==> config.mk <==
export PLATFORM = sky130hd
export DESIGN_NAME = buzzer_controller_flat
export DESIGN_NICKNAME = d
export VERILOG_FILES = /design/src/rtl/buzzer_pkg.sv /design/src/rtl/buzzer_controller_if.sv /design/src/rtl/buzzer_controller_envelope_generator.sv /design/src/rtl/buzzer_controller.sv /design/src/flat_wrapper.sv
export SDC_FILE = /design/constraint.sdc
export NUM_CORES = 1
export LEC_CHECK = 0
export CORE_UTILIZATION = 50
export CTS_CLUSTER_DIAMETER = 100
export DETAILED_ROUTE_END_ITERATION = 10
export PLACE_DENSITY = 0.77
export REMOVE_ABC_BUFFERS = 1
export SLEW_MARGIN = 5
export SYNTH_ARGS = -nofsm -noshare
export SYNTH_HDL_FRONTEND = slang
export SYNTH_SLANG_ARGS = --single-unit
==> constraint.sdc <==
create_clock -name clk -period 2.1 [get_ports clk]
set_input_delay 0.63 -clock clk [delete_from_list [all_inputs] [get_ports clk]]
set_output_delay 0.63 -clock clk [all_outputs]
set_load 0.01 [all_outputs]
==> src/rtl/buzzer_pkg.sv <==
// Shared types and tick constants for the buzzer sound-control path.
// Latency: n/a (definitions only); no backpressure.
package buzzer_pkg;

    localparam int unsigned SHOT_SHORT_TICKS    = 1024;
    localparam int unsigned SHOT_LONG_TICKS     = 4096;
    localparam int unsigned ENV_STEP_FAST_TICKS = 2048;
    localparam int unsigned ENV_STEP_SLOW_TICKS = 4096;

    localparam int unsigned TICK_CNT_W = 12;

    typedef enum logic {
        IDLE = 1'b0,
        SHOT = 1'b1
    } shot_state_e;

    typedef logic [2:0]            freq_t;
    typedef logic [2:0]            env_level_t;
    typedef logic [TICK_CNT_W-1:0] tick_cnt_t;

    localparam env_level_t ENV_LEVEL_MAX = 3'd7;

    // Counters run from length-1 down to 0, so a length of 4096 still fits 12 bits.
    function automatic tick_cnt_t ticks_to_load(input int unsigned ticks);
        return tick_cnt_t'(ticks - 1);
    endfunction

endpackage

==> src/rtl/buzzer_controller_if.sv <==
// CPU-control / tone-generator signal bundle for the buzzer controller.
// Latency: n/a (wiring only); no backpressure.
interface buzzer_controller_if;
    import buzzer_pkg::*;

    logic       buzzer_on;
    freq_t      frequency_in;
    logic       one_shot_trigger;
    logic       one_shot_width;
    logic       envelope_enable;
    logic       envelope_rate;
    logic       envelope_reset;

    logic       buzzer_enabled;
    freq_t      buzzer_frequency;
    env_level_t envelope_level;
    logic       one_shot_busy;

    modport master (
        output buzzer_on, frequency_in, one_shot_trigger, one_shot_width,
               envelope_enable, envelope_rate, envelope_reset,
        input  buzzer_enabled, buzzer_frequency, envelope_level, one_shot_busy
    );

    modport slave (
        input  buzzer_on, frequency_in, one_shot_trigger, one_shot_width,
               envelope_enable, envelope_rate, envelope_reset,
        output buzzer_enabled, buzzer_frequency, envelope_level, one_shot_busy
    );

endinterface

==> src/rtl/buzzer_controller_envelope_generator.sv <==
// Envelope step counter and 8-level decay register, advanced on clk_en ticks.
// Latency: level updates on the tick edge; no backpressure.
module envelope_generator #(
    parameter int unsigned FAST_TICKS = buzzer_pkg::ENV_STEP_FAST_TICKS,
    parameter int unsigned SLOW_TICKS = buzzer_pkg::ENV_STEP_SLOW_TICKS
) (
    input  logic                   clk,
    input  logic                   reset_n,
    input  logic                   tick,
    input  logic                   sounding_start,
    input  logic                   sounding,
    input  logic                   enable,
    input  logic                   rate,
    input  logic                   reset_pending,
    output buzzer_pkg::env_level_t level
);
    import buzzer_pkg::*;

    localparam tick_cnt_t FAST_LOAD = ticks_to_load(FAST_TICKS);
    localparam tick_cnt_t SLOW_LOAD = ticks_to_load(SLOW_TICKS);

    env_level_t level_q, level_d;
    tick_cnt_t  step_cnt_q, step_cnt_d;
    tick_cnt_t  reload;

    assign reload = rate ? SLOW_LOAD : FAST_LOAD;

    always_comb begin
        level_d    = level_q;
        step_cnt_d = step_cnt_q;
        if (tick) begin
            // A restart (new sound or envelope_reset) outranks any step expiring on this tick.
            if (sounding_start || reset_pending) begin
                level_d    = ENV_LEVEL_MAX;
                step_cnt_d = reload;
            end else if (sounding && enable) begin
                if (level_q != '0) begin
                    if (step_cnt_q == '0) begin
                        level_d    = level_q - env_level_t'(1);
                        step_cnt_d = reload;
                    end else begin
                        step_cnt_d = step_cnt_q - tick_cnt_t'(1);
                    end
                end
            end else begin
                level_d    = ENV_LEVEL_MAX;
                step_cnt_d = reload;
            end
        end
    end

    always_ff @(posedge clk) begin
        if (!reset_n) begin
            level_q    <= ENV_LEVEL_MAX;
            step_cnt_q <= '0;
        end else begin
            level_q    <= level_d;
            step_cnt_q <= step_cnt_d;
        end
    end

    assign level = level_q;

endmodule

==> src/rtl/buzzer_controller.sv <==
// Turns CPU buzzer control bits into tone gate, frequency, one-shot burst and envelope level.
// Latency: outputs update on the clk_en tick after inputs are seen; no backpressure.
module buzzer_controller #(
    parameter int unsigned SHOT_SHORT_TICKS    = buzzer_pkg::SHOT_SHORT_TICKS,
    parameter int unsigned SHOT_LONG_TICKS     = buzzer_pkg::SHOT_LONG_TICKS,
    parameter int unsigned ENV_STEP_FAST_TICKS = buzzer_pkg::ENV_STEP_FAST_TICKS,
    parameter int unsigned ENV_STEP_SLOW_TICKS = buzzer_pkg::ENV_STEP_SLOW_TICKS
) (
    input  logic               clk,
    input  logic               reset_n,
    input  logic               clk_en,
    buzzer_controller_if.slave bus
);
    import buzzer_pkg::*;

    localparam tick_cnt_t SHORT_LOAD = ticks_to_load(SHOT_SHORT_TICKS);
    localparam tick_cnt_t LONG_LOAD  = ticks_to_load(SHOT_LONG_TICKS);

    shot_state_e state_q, state_d;
    tick_cnt_t   shot_cnt_q, shot_cnt_d;
    logic        trig_pend_q, trig_pend_d;
    logic        env_rst_pend_q, env_rst_pend_d;
    logic        enabled_q, enabled_d;
    freq_t       freq_q, freq_d;

    logic        trig_now;
    logic        env_rst_now;
    logic        sounding_start;

    // A pulse landing on the tick cycle itself is consumed by that tick.
    assign trig_now    = trig_pend_q | bus.one_shot_trigger;
    assign env_rst_now = env_rst_pend_q | bus.envelope_reset;

    always_comb begin
        state_d        = state_q;
        shot_cnt_d     = shot_cnt_q;
        enabled_d      = enabled_q;
        freq_d         = freq_q;
        trig_pend_d    = trig_now;
        env_rst_pend_d = env_rst_now;
        if (clk_en) begin
            trig_pend_d    = 1'b0;
            env_rst_pend_d = 1'b0;
            freq_d         = bus.frequency_in;
            case (state_q)
                IDLE: begin
                    if (trig_now && !bus.buzzer_on) begin
                        state_d    = SHOT;
                        shot_cnt_d = bus.one_shot_width ? LONG_LOAD : SHORT_LOAD;
                    end
                end
                SHOT: begin
                    if (shot_cnt_q == '0) begin
                        state_d = IDLE;
                    end else begin
                        shot_cnt_d = shot_cnt_q - tick_cnt_t'(1);
                    end
                end
                default: state_d = IDLE;
            endcase
            enabled_d = bus.buzzer_on | (state_d == SHOT);
        end
    end

    assign sounding_start = clk_en & enabled_d & ~enabled_q;

    always_ff @(posedge clk) begin
        if (!reset_n) begin
            state_q        <= IDLE;
            shot_cnt_q     <= '0;
            trig_pend_q    <= 1'b0;
            env_rst_pend_q <= 1'b0;
            enabled_q      <= 1'b0;
            freq_q         <= '0;
        end else begin
            state_q        <= state_d;
            shot_cnt_q     <= shot_cnt_d;
            trig_pend_q    <= trig_pend_d;
            env_rst_pend_q <= env_rst_pend_d;
            enabled_q      <= enabled_d;
            freq_q         <= freq_d;
        end
    end

    envelope_generator #(
        .FAST_TICKS (ENV_STEP_FAST_TICKS),
        .SLOW_TICKS (ENV_STEP_SLOW_TICKS)
    ) u_env (
        .clk            (clk),
        .reset_n        (reset_n),
        .tick           (clk_en),
        .sounding_start (sounding_start),
        .sounding       (enabled_d),
        .enable         (bus.envelope_enable),
        .rate           (bus.envelope_rate),
        .reset_pending  (env_rst_now),
        .level          (bus.envelope_level)
    );

    assign bus.buzzer_enabled   = enabled_q;
    assign bus.buzzer_frequency = freq_q;
    assign bus.one_shot_busy    = (state_q == SHOT);

endmodule

==> src/flat_wrapper.sv <==
// flat-port wrapper written by rule: the top's interface ports become plain ports
module buzzer_controller_flat import buzzer_pkg::*;
#(
    parameter int unsigned SHOT_SHORT_TICKS    = buzzer_pkg::SHOT_SHORT_TICKS,
    parameter int unsigned SHOT_LONG_TICKS     = buzzer_pkg::SHOT_LONG_TICKS,
    parameter int unsigned ENV_STEP_FAST_TICKS = buzzer_pkg::ENV_STEP_FAST_TICKS,
    parameter int unsigned ENV_STEP_SLOW_TICKS = buzzer_pkg::ENV_STEP_SLOW_TICKS
)
  (clk, reset_n, clk_en, bus_buzzer_on, bus_frequency_in, bus_one_shot_trigger, bus_one_shot_width, bus_envelope_enable, bus_envelope_rate, bus_envelope_reset, bus_buzzer_enabled, bus_buzzer_frequency, bus_envelope_level, bus_one_shot_busy);
  buzzer_controller_if bus_i ();
  input  logic clk;
  input  logic reset_n;
  input  logic clk_en;
  input wire logic [$bits(bus_i.buzzer_on)-1:0] bus_buzzer_on;
  input wire logic [$bits(bus_i.frequency_in)-1:0] bus_frequency_in;
  input wire logic [$bits(bus_i.one_shot_trigger)-1:0] bus_one_shot_trigger;
  input wire logic [$bits(bus_i.one_shot_width)-1:0] bus_one_shot_width;
  input wire logic [$bits(bus_i.envelope_enable)-1:0] bus_envelope_enable;
  input wire logic [$bits(bus_i.envelope_rate)-1:0] bus_envelope_rate;
  input wire logic [$bits(bus_i.envelope_reset)-1:0] bus_envelope_reset;
  output wire logic [$bits(bus_i.buzzer_enabled)-1:0] bus_buzzer_enabled;
  output wire logic [$bits(bus_i.buzzer_frequency)-1:0] bus_buzzer_frequency;
  output wire logic [$bits(bus_i.envelope_level)-1:0] bus_envelope_level;
  output wire logic [$bits(bus_i.one_shot_busy)-1:0] bus_one_shot_busy;
  assign bus_i.buzzer_on = bus_buzzer_on;
  assign bus_i.frequency_in = bus_frequency_in;
  assign bus_i.one_shot_trigger = bus_one_shot_trigger;
  assign bus_i.one_shot_width = bus_one_shot_width;
  assign bus_i.envelope_enable = bus_envelope_enable;
  assign bus_i.envelope_rate = bus_envelope_rate;
  assign bus_i.envelope_reset = bus_envelope_reset;
  assign bus_buzzer_enabled = bus_i.buzzer_enabled;
  assign bus_buzzer_frequency = bus_i.buzzer_frequency;
  assign bus_envelope_level = bus_i.envelope_level;
  assign bus_one_shot_busy = bus_i.one_shot_busy;
  buzzer_controller #(.SHOT_SHORT_TICKS(SHOT_SHORT_TICKS), .SHOT_LONG_TICKS(SHOT_LONG_TICKS), .ENV_STEP_FAST_TICKS(ENV_STEP_FAST_TICKS), .ENV_STEP_SLOW_TICKS(ENV_STEP_SLOW_TICKS)) u_core (.clk(clk), .reset_n(reset_n), .clk_en(clk_en), .bus(bus_i));
endmodule
# Word level (Yosys, flattened, before mapping)
# Cells that the tools add are included.
# totals
ff_bits,34
out_inout_bits,8
word_cells,52
in_bits,12
# op_classes
eq_ne,4
n_reduce_logical,11
n_bitwise,8
addsub,3
muxes,18
# ops
op,count
two-way mux 12 bit,8
zero test 12 bit,2
one-hot mux 12 bit (2 select lines),1
"subtractor 12 x 1 -> 12 bit, second input constant",2
two-way mux 3 bit,4
"inequality test 3 x 2 -> 1 bit, second input constant",2
AND reduction 3 bit,2
two-way mux 1 bit,4
inverter 1 bit,3
OR 1 bit,3
nonzero test 3 bit,1
"subtractor 3 x 1 -> 3 bit, second input constant",1
AND 1 bit,2
logical AND 1 bit,2
"inequality test 2 x 1 -> 1 bit, second input constant",1
"inequality test 2 bit, second input constant",1
one-hot mux 1 bit (2 select lines),1
AND reduction 2 bit,1
OR reduction 2 bit,1
zero test 1 bit,1
logical OR 1 bit,1

# Logic depth before layout (Yosys ltp)
# Gate-level depths: netlist of run 1.
# logic_depth
depth_word,12
depth_mapped,9
mapped_depth_nobuf,8

# By module
# A second synthesis of run 1 with hierarchy kept.
# hier_totals
hier_cells,208
area_unflattened_um2,1861.8
# by_module_without_submodules
module,seq_area_each_um2,cells_per_inst,area_per_inst_um2,n_inst
buzzer_controller,380.4,112,1004.7,1
envelope_generator,300.3,96,857.1,1

# Worst setup path after synthesis of run 1
# Ideal clock, no wire load.
# synth_timing
kind,in2reg
start,in bus_one_shot_trigger
end,reg u_core.u_env.step_cnt_q[3]
t_arrival_ps,1983
setup_ps,159
t_required_ps,1941
path_buffers,1
path_stages,7
setup_slack_ps,-42
cell_sequence,o21ba_2 o21a_1 a21oi_2 o21ai_2 buf_6 o311ai_0 o311ai_0
# synth_between
elab_chain_len,12
word_cells_on_any_way,15
classes_between,1 x eq/ne; 6 x mux; 4 x bitwise; 4 x reduce/logical
# synth_rtl
element,line_no,source
"start, declared",flat_wrapper.sv:16,input wire logic [$bits(bus_i.one_shot_trigger)-1:0] bus_one_shot_trigger;
OR 1 bit *,buzzer_controller.sv:31,assign trig_now = trig_pend_q | bus.one_shot_trigger;
logical AND 1 bit *,buzzer_controller.sv:47,if (trig_now && !bus.buzzer_on) begin
two-way mux 1 bit *,buzzer_controller.sv:47,
one-hot mux 1 bit (2 select lines) *,buzzer_controller.sv:45,case (state_q)
two-way mux 1 bit *,buzzer_controller.sv:41,if (clk_en) begin
OR 1 bit *,buzzer_controller.sv:61,enabled_d = bus.buzzer_on | (state_d == SHOT);
two-way mux 1 bit *,buzzer_controller.sv:41,
AND 1 bit (2 in a row),buzzer_controller.sv:65,assign sounding_start = clk_en & enabled_d & ~enabled_q;
logical OR 1 bit,buzzer_controller_envelope_generator.sv:33,if (sounding_start || reset_pending) begin
inequality test 3 x 2 -> 1 bit (no source line),-,
AND reduction 2 bit (no source line),-,
"end signal, assigned",buzzer_controller_envelope_generator.sv:58,step_cnt_q <= step_cnt_d;
"end, declared",buzzer_controller_envelope_generator.sv:23,"tick_cnt_t step_cnt_q, step_cnt_d;"
# Mark *: on every way between the ends. The rest lies on a longest branch, timed or not. The select of a mux whose other input is x is not followed.
# A chain may end at the register's enable or synchronous reset.

# Worst setup path after layout of run 1
# layout_timing
start,in bus_envelope_reset
end,reg u_core.u_env.step_cnt_q[11]
# layout_between
elab_chain_len,4
word_cells_on_any_way,5
classes_between,1 x eq/ne; 1 x mux; 1 x bitwise; 2 x reduce/logical
# layout_rtl
element,line_no,source
"start, declared",flat_wrapper.sv:20,input wire logic [$bits(bus_i.envelope_reset)-1:0] bus_envelope_reset;
OR 1 bit *,buzzer_controller.sv:32,assign env_rst_now = env_rst_pend_q | bus.envelope_reset;
logical OR 1 bit *,buzzer_controller_envelope_generator.sv:33,
inequality test 3 x 2 -> 1 bit (no source line),-,
AND reduction 2 bit (no source line),-,
# Mark *: on every way between the ends. The rest lies on a longest branch, timed or not.

==> results of run 1 <==
==> routing by layer <==
| metal | vias to the layer above | wire [um] | share of wire, % | global-route usage, % |
|---|---|---|---|---|
| met5 | - | 0 | 0 | 0 |
| met4 | 0 | 80 | 1.8 | 10.2 |
| met3 | 10 | 183 | 4.2 | 4.01 |
| li1 | 885 | - | - | - |
| met1 | 835 | 1970 | 45 | 27.6 |
| met2 | 43 | 2150 | 49 | 37.8 |
==> cell type report <==
class | count | area [um^2]
multi-input combinational | 160 | 1110
sequential | 34 | 681
fill | 274 | 987
timing repair buffer | 55 | 485
inverter | 12 | 45.0
tap | 46 | 57.6
clock buffer | 6 | 51.3
==> kinds of logic after synthesis <==
logic type,Yosys count,synth area share [%]
AND/OR/NAND/NOR,82,24.3
AO/OA/AOI/OAI,55,21.0
flip-flops,34,37.2
buffers and inverters,21,4.92
XOR/XNOR,12,5.74
adder cells (fa/ha/maj),6,4.10
multiplexers,5,2.80
==> cell usage in the layout, fill, tap and decap left out, types with 5 or more instances in the layout <==
master	synthesis	final
nand3_1	7	7
nor3_1	10	10
dfxtp_1	34	34
ha_1	6	6
nand2b_1	8	8
inv_1	12	12
xor2_1	9	9
clkdlybuf4s50_1	0	17
o21ai_0	10	8
nand2_1	8	8
nor2_1	26	25
buf_4	1	33
a21oi_1	15	15
o311ai_1	0	5
clkbuf_4	0	5
==> worst min-delay path, stage by stage (launching register included) <==
cell and delay (ns):
dfxtp_1 0.34, mux2i_1 0.06, nor2_1 0.08
==> flip-flops by register name, indices dropped and copies added (netlist names) <==
| signal | flops |
|---|---|
| u_core.bus.buzzer_enabled | 1 |
| u_core.bus.buzzer_frequency | 3 |
| u_core.bus.one_shot_busy | 1 |
| u_core.env_rst_pend_q | 1 |
| u_core.shot_cnt_q | 12 |
| u_core.trig_pend_q | 1 |
| u_core.u_env.level | 3 |
| u_core.u_env.step_cnt_q | 12 |
==> through the flow <==
stage | hold slack (ns) | TNS [ns] | total power, mW
3_3_place_gp | 0.472 | -5.38 | 1.13
2_1_floorplan | 0.450 | 0 | 0.968
3_5_place_dp | 0.488 | -6.03 | 1.14
5_1_grt | 0.546 | -0.0930 | 1.60
6_report | 0.510 | -0.00591 | 1.51
4_1_cts | 0.505 | 0 | 1.50
==> what timing repair did <==
item,4_1_cts,5_1_grt
setup endpoints to repair,1,18
setup buffers,0,1
pin swaps,0,6
resized for setup,1,18
==> where the power goes <==
part	total, mW	internal [mW]	switching, mW
clock	0.359	0.151	0.208
sequential	0.749	0.702	0.0464
combinational	0.406	0.209	0.197
total	1.51	1.06	0.451
==> path summary, 6_finish.rpt <==
kind / start / end / slack, ns / depth (start not counted)
max: bus_envelope_reset / u_core.u_env.step_cnt_q[11] / -0.006 / 8
min: u_core.bus.buzzer_frequency[1] / u_core.bus.buzzer_frequency[1] / 0.51 / 2
max reg2reg: u_core.u_env.step_cnt_q[2] / u_core.u_env.step_cnt_q[11] / 0.06 / 5
min reg2reg: u_core.bus.buzzer_frequency[1] / u_core.bus.buzzer_frequency[1] / 0.51 / 2
==> summary.txt, run 1 <==
Status
  – Outcome: finished with violations
  – Failing checks: negative setup slack

Setup path
  – Req. time, crit path: 2.33 ns
  – CP max stage delay: 0.46 ns
  – Setup crit end kind: flip-flop
  – Startpoint Class: input port
  – Crit path DAT: 2.34 ns
  – Crit path max fanout: 4
  – Worst path top cell family by delay: buffers and inverters
  – CP Class: in2reg
  – CP max stage cell: clkdlybuf4s50_1
  – Worst path buffer plus inverter count: 2
  – Crit path cell chain: clkdlybuf4s50_1 -> nor2_4 -> nand3_1 -> o22ai_2 -> buf_4 -> o21ai_2 -> mux2_4 -> a32o_1

Synthesis
  – Synth Instances: 215
  – Post-synth top flop: dfxtp_1
  – Seq/Total Area, Yosys: 37.2%
  – Yosys cell types: 49
  – Post-synthesis sequential element count: 34
  – Area fraction of the dominant cell type after synthesis: 37.2%
  – Count leader, synth: dfxtp_1
  – Synth top cells by count: dfxtp_1, nor2_1, a21oi_1
  – Post-synth ARST share: 0%
  – Synthesized area: 1830 um^2
  – Yosys warnings: 0
  – Post-synth top area cell: dfxtp_1
  – Avg Inst Size Synth: 8.52 um^2
  – EDFF count, synth: 0
  – Synth area leaders: dfxtp_1, nor2_1, xor2_1, a21oi_1, ha_1

CTS
  – Htree depth: 2
  – Worst-path clk slew: 0.10 ns
  – CTS Sinks: 34
  – Worst skew pair latency: 0.33 ns
  – Root buf cell: clkbuf_4
  – CTS Hold Buffers Added: 0
  – CTS buffer count: 5
  – Worst-case clock buffer depth: 2
  – CTS tree: built

Floorplan
  – Ports: 20
  – Placeable Area: 3420 um^2
  – Die area: 3910 um^2
  – Initial Util: 53.6%
  – Die H: 62.5 um
  – Die width: 62.5 um
  – Row count: 21

STA
  – Worst Tran Pin Value: 0.384 ns
  – Fin crit period: 2.11 ns
  – Final Skew: 0.00860 ns
  – Rel. slew slack: 74.2%
  – PnR worst setup slack: -0.00591 ns
  – Final Hold Viols: 0
  – Slew Limit Fails: 0
  – Tcrit/Tclk final: 100%
  – Setup violators final: 1
  – RSZ-0062 raised after global routing: true
  – Max frequency: 475 MHz

Placement
  – Placed cells: 306
  – Placer Congestion: 0.885
  – Port buffer count: 19
  – Placed instance area: 2310 um^2
  – Place WS: -0.364 ns
  – Detailed placement HPWL: 2940 um

Cells and area
  – Layout cells sized above 1: 21.0%
  – Fin cells: 313
  – Diodes inserted: 0
  – Final net count: 286
  – Area delta synth->final: 32.6%
  – Core Util, Final: 71.1%
  – Final Cell Area: 2430 um^2

Global route
  – Initial antenna violation count: 0
  – First-pass GRT wire length: 7060 um
  – Vias in the first global route: 1653
  – Grt ovf: 0
  – Largest net degree at the start of global routing: 24
  – Overall routing resource usage: 22.4%

Power
  – Leak pwr: 1.02 nW
  – PD cells: 623 nW/um^2
  – Peak supply drop: 0.404 mV

Detailed routing
  – Via count: 1773
  – Residual DRC: 0
  – Routed Antenna Nets: 0
  – Detailed Route WL: 4390 um
  – Iter 0 DRT Violations: 70
  – Wire per inst: 14.0 um
  – Router iterations before antenna repair: 4
  – Post-DR vias/cell: 5.66

Flow run
  – Max_cap viols: 0

Hold path
  – HP Class: reg2reg
No activity file was read; power rests on OpenSTA's default activity.
==> inputs of run 2 (changes only) <==
--- a/config.mk
+++ b/config.mk
@@ -5,8 +5,9 @@
 export SDC_FILE = /design/constraint.sdc
 export NUM_CORES = 1
 export LEC_CHECK = 0
+export CORE_MARGIN = 5
 export CORE_UTILIZATION = 50
-export CTS_CLUSTER_DIAMETER = 100
+export CTS_CLUSTER_DIAMETER = 80
 export DETAILED_ROUTE_END_ITERATION = 10
 export PLACE_DENSITY = 0.77
 export REMOVE_ABC_BUFFERS = 1
==> summary.txt, run 2 (same netlist as run 1, synthesis figures left out) <==
Power
  – Peak supply drop: 0.460 mV
  – Pint: 1.14 mW
  – PD cells: 647 nW/um^2
  – Leak pwr: 1.04 nW
  – Pwr Total: 1.61 mW
  – Power share of the clock group: 27.2%
  – Switching power: 469 uW
  – Sw Share: 29.1%
  – Combinational Power Share: 26.1%
  – Part of the power in registers: 46.7%

Detailed routing
  – Router iterations before antenna repair: 4
  – Iter 0 DRT Violations: 73
  – Via count: 1741
  – Routed Antenna Nets: 0
  – Residual DRC: 0
  – Detailed Route WL: 4310 um
  – Wire per inst: 13.6 um
  – Post-DR vias/cell: 5.51

CTS
  – Worst skew pair latency: 0.28 ns
  – Htree depth: 2
  – Post-CTS Repair Setup Buffers: 0
  – CTS Sinks: 34
  – Worst-case clock buffer depth: 2
  – Worst-path clk slew: 0.06 ns
  – Root buf cell: clkbuf_8
  – CTS tree: built
  – CTS buffer count: 5

Setup path
  – Reg2reg start: u_core.u_env.step_cnt_q[2]
  – Crit path cell chain: or4_4 -> or3_4 -> o21ai_2 -> mux2_2 -> a32o_1
  – Worst path buffer plus inverter count: 0
  – Req. time, crit path: 2.28 ns
  – Crit path max fanout: 3
  – Startpoint Class: flip-flop
  – CP startpoint: u_core.u_env.step_cnt_q[2]
  – CP max stage delay: 0.53 ns
  – Crit path DAT: 2.21 ns
  – CP max stage cell: or4_4
  – Worst path top cell family by delay: simple AND/OR/NAND/NOR gates
  – CP Class: reg2reg
  – Setup crit end kind: flip-flop

Placement
  – Port buffer count: 19
  – Placer Congestion: 0.821
  – Placed cells: 309
  – Detailed placement HPWL: 3060 um
  – Place WS: -0.423 ns
  – Placed instance area: 2310 um^2

Global route
  – Largest net degree at the start of global routing: 16
  – First-pass GRT wire length: 7100 um
  – Overall routing resource usage: 17.2%
  – Initial antenna violation count: 0
  – Grt ovf: 0
  – Vias in the first global route: 1684

Cells and area
  – Layout cells sized above 1: 23.5%
  – Final net count: 286
  – Commonest non-fill, non-tap cell in the layout: buf_4
  – Commonest non-fill, non-tap cells in the layout: buf_4, dfxtp_1, nor2_1
  – Core Util, Final: 69.1%
  – Fin cells: 316
  – Area delta synth->final: 36.0%
  – Diodes inserted: 0
  – Largest registers: u_core.shot_cnt_q (12), u_core.u_env.step_cnt_q (12)
  – Final Cell Area: 2490 um^2

Floorplan
  – Initial Util: 50.8%
  – Die H: 70.5 um
  – Die area: 4970 um^2
  – Placeable Area: 3610 um^2
  – Die width: 70.5 um
  – Ports: 20
  – Row count: 22

STA
  – Setup violators final: 0
  – Post-route setup TNS: 0 ns
  – Final Skew: 0.00293 ns
  – Rel. slew slack: 75.6%
  – Slew Limit Fails: 0
  – Final Hold Viols: 0
  – Worst Tran Pin Value: 0.363 ns
  – Fin crit period: 2.03 ns
  – Tcrit/Tclk final: 96.9%
  – PnR worst setup slack: 0.0657 ns
  – Final Hold Slack: 0.499 ns
  – RSZ-0062 raised after global routing: true
  – Max frequency: 492 MHz

Flow run
  – Max_cap viols: 0

Status
  – Outcome: complete, no violations

Hold path
  – Hold Path Origin: u_core.bus.buzzer_frequency[2]
  – HP Class: reg2reg
-- run 2: changes by cell type in the layout (fill, tap and decap cells not counted), sizes merged --
| cell | delta |
|---|---|
| clkdlybuf4s50 | -2 |
| clkbuf | +1 |
| dlymetal6s2s | +1 |
| dlygate4sd2 | +1 |
-- run 2: path summary, 6_finish.rpt --
| path | endpoint | slack [ns] | depth (start not counted) |
|---|---|---|---|
| worst max register to register | u_core.u_env.step_cnt_q[11] | 0.07 | 5 |
| worst min-delay path | u_core.bus.buzzer_frequency[2] | 0.50 | 2 |
| worst min register to register | u_core.bus.buzzer_frequency[2] | 0.50 | 2 |
| worst max-delay path | u_core.u_env.step_cnt_q[11] | 0.07 | 5 |
-- run 2: area by class of cell --
| type | instances | area, um^2 |
|---|---|---|
| Fill cell | 280 | 1110 |
| Inverter | 12 | 45.0 |
| Tap cell | 48 | 60.1 |
| Clock buffer | 7 | 76.3 |
| Multi-Input combinational cell | 160 | 1160 |
| Sequential cell | 34 | 682 |
| Timing Repair Buffer | 55 | 470 |
-- run 2: worst register-to-register path, stage by stage (launching register included) --
cell	delay, ns
dfxtp_2	0.32
or4_4	0.53
or3_4	0.38
o21ai_2	0.15
mux2_2	0.34
a32o_1	0.20
-- run 2: what timing repair did --
| action | CTS | global route |
|---|---|---|
| gates resized for setup | 9 | 22 |
| hold buffers | 0 | 0 |
| endpoints found under the setup margin | 5 | 17 |
| pin swaps | 5 | 8 |
-- run 2: power by group through the flow --
stage | combinational (mW) | clock [mW] | sequential, mW
2_1_floorplan | 0.203 | 0 | 0.765
3_3_place_gp | 0.374 | 0 | 0.756
3_5_place_dp | 0.381 | 0 | 0.758
4_1_cts | 0.389 | 0.450 | 0.745
5_1_grt | 0.468 | 0.483 | 0.760
6_report | 0.422 | 0.438 | 0.753
-- run 2: layer usage --
layer  share of wire, %  up-vias  global-route usage [%]  routed length [um]
li1                   -      883                       -                   -
met1                 45      812                    21.9                1950
met2                 49       37                    28.6                2110
met3                4.0        9                    3.31                 172
met4                2.0        0                    6.81                  85
met5                  0        -                       0                   0
==> inputs of run 3 (changes only) <==
--- a/config.mk
+++ b/config.mk
@@ -15,3 +15,4 @@
 export SYNTH_ARGS = -nofsm -noshare
 export SYNTH_HDL_FRONTEND = slang
 export SYNTH_SLANG_ARGS = --single-unit
+export TNS_END_PERCENT = 5
==> summary.txt, run 3 (same netlist as run 1, synthesis figures left out) <==
Status
  – Outcome: complete, no violations

Cells and area
  – Area delta synth->final: 36.0%
  – Fillers: 280
  – Final Cell Area: 2490 um^2
  – Core Util, Final: 69.1%
  – Final net count: 286
  – Commonest non-fill, non-tap cells in the layout: buf_4, dfxtp_1, nor2_1
  – Layout cells sized above 1: 23.5%
  – Largest registers: u_core.shot_cnt_q (12), u_core.u_env.step_cnt_q (12)
  – Diodes inserted: 0
  – Commonest non-fill, non-tap cell in the layout: buf_4

Floorplan
  – Ports: 20
  – Die area: 4970 um^2
  – Initial Util: 50.8%
  – Row count: 22
  – Placeable Area: 3610 um^2
  – Die width: 70.5 um
  – Die H: 70.5 um

Placement
  – Detailed placement HPWL: 3060 um
  – Place WS: -0.423 ns
  – Placed instance area: 2310 um^2
  – Placer Congestion: 0.821
  – Port buffer count: 19

Setup path
  – CP Class: reg2reg
  – Startpoint Class: flip-flop
  – Setup crit end kind: flip-flop
  – Crit path max fanout: 3
  – Crit path DAT: 2.21 ns
  – Req. time, crit path: 2.28 ns

STA
  – Slew Limit Fails: 0
  – Rel. slew slack: 75.6%
  – Fin crit period: 2.03 ns
  – Tcrit/Tclk final: 96.9%
  – Worst Tran Pin Value: 0.363 ns
  – Max frequency: 492 MHz
  – Final Hold Viols: 0
  – Setup violators final: 0
  – RSZ-0062 raised after global routing: true
  – Final Skew: 0.00294 ns
  – PnR worst setup slack: 0.0657 ns

Power
  – Part of the power in registers: 46.7%
  – Sw Share: 29.1%
  – PD cells: 647 nW/um^2
  – Peak supply drop: 0.460 mV
  – Power share of the clock group: 27.2%
  – Switching power: 469 uW
  – Combinational Power Share: 26.1%
  – Leak pwr: 1.04 nW
  – Pint: 1.14 mW
  – Pwr Total: 1.61 mW

CTS
  – Worst skew pair latency: 0.28 ns
  – Worst-path clk slew: 0.06 ns
  – CTS Sinks: 34
  – Htree depth: 2
  – CTS buffer count: 5
  – Worst-case clock buffer depth: 2
  – CTS tree: built
  – Root buf cell: clkbuf_8

Global route
  – Grt ovf: 0
  – Largest net degree at the start of global routing: 16
  – First-pass GRT wire length: 7090 um
  – Overall routing resource usage: 17.2%
  – Vias in the first global route: 1687
  – Initial antenna violation count: 0

Detailed routing
  – Post-DR vias/cell: 5.51
  – Wire per inst: 13.7 um
  – Via count: 1741
  – Detailed Route WL: 4310 um
  – Residual DRC: 0
  – Router iterations before antenna repair: 4
  – Iter 0 DRT Violations: 74
  – Routed Antenna Nets: 0

Hold path
  – HP Class: reg2reg

Flow run
  – Max_cap viols: 0
-- run 3: cell counts in the layout (fill, tap and decap cells not counted) --
No cell type changed its count.
-- run 3: final timing paths --
check / from / to / slack, ns / cells past startpoint
max: u_core.u_env.step_cnt_q[2] / u_core.u_env.step_cnt_q[11] / 0.07 / 5
min: u_core.bus.buzzer_frequency[2] / u_core.bus.buzzer_frequency[2] / 0.50 / 2
max reg2reg: u_core.u_env.step_cnt_q[2] / u_core.u_env.step_cnt_q[11] / 0.07 / 5
min reg2reg: u_core.bus.buzzer_frequency[2] / u_core.bus.buzzer_frequency[2] / 0.50 / 2
-- run 3: through the flow --
step | std cells | hold WS [ns] | TNS [ns]
2_1_floorplan | 206 | 0.450 | 0
3_3_place_gp | 309 | 0.473 | -4.78
3_5_place_dp | 309 | 0.484 | -5.33
4_1_cts | 316 | 0.499 | -0.0293
5_1_grt | 316 | 0.532 | -0.0433
6_report | 316 | 0.499 | 0
-- run 3: critical path, stage by stage, from the launching register on --
cell and delay (ns):
dfxtp_2 0.32, or4_4 0.53, or3_4 0.38, o21ai_2 0.15
mux2_2 0.34, a32o_1 0.20
-- run 3: final cells by class --
class                           instances  area (um^2)  area share [%]
Tap cell                               48         60.1            2.41
Sequential cell                        34          682            27.4
Timing Repair Buffer                   55          470            18.9
Clock buffer                            7         76.3            3.06
Multi-Input combinational cell        160         1160            46.5
Inverter                               12         45.0            1.81
-- run 3: routing by layer --
metal,part of all wire (%),track usage [%],up-vias
met5,0,0,-
met4,2.0,6.81,0
met3,4.0,3.31,9
met2,49,28.7,37
met1,45,21.7,812
li1,-,-,883
-- run 3: repair_timing --
action	CTS	global route
hold buffers	0	0
resized for setup	9	22
pin swaps	5	8
setup buffers	0	0
setup endpoints to repair	5	17
-- run 3: power by group through the flow --
| stage | clock network [mW] | registers (mW) | logic [mW] |
|---|---|---|---|
| floorplan | 0 | 0.765 | 0.203 |
| global placement | 0 | 0.756 | 0.374 |
| detailed placement | 0 | 0.758 | 0.381 |
| CTS | 0.450 | 0.745 | 0.389 |
| global route | 0.483 | 0.760 | 0.468 |
| finish | 0.438 | 0.753 | 0.422 |
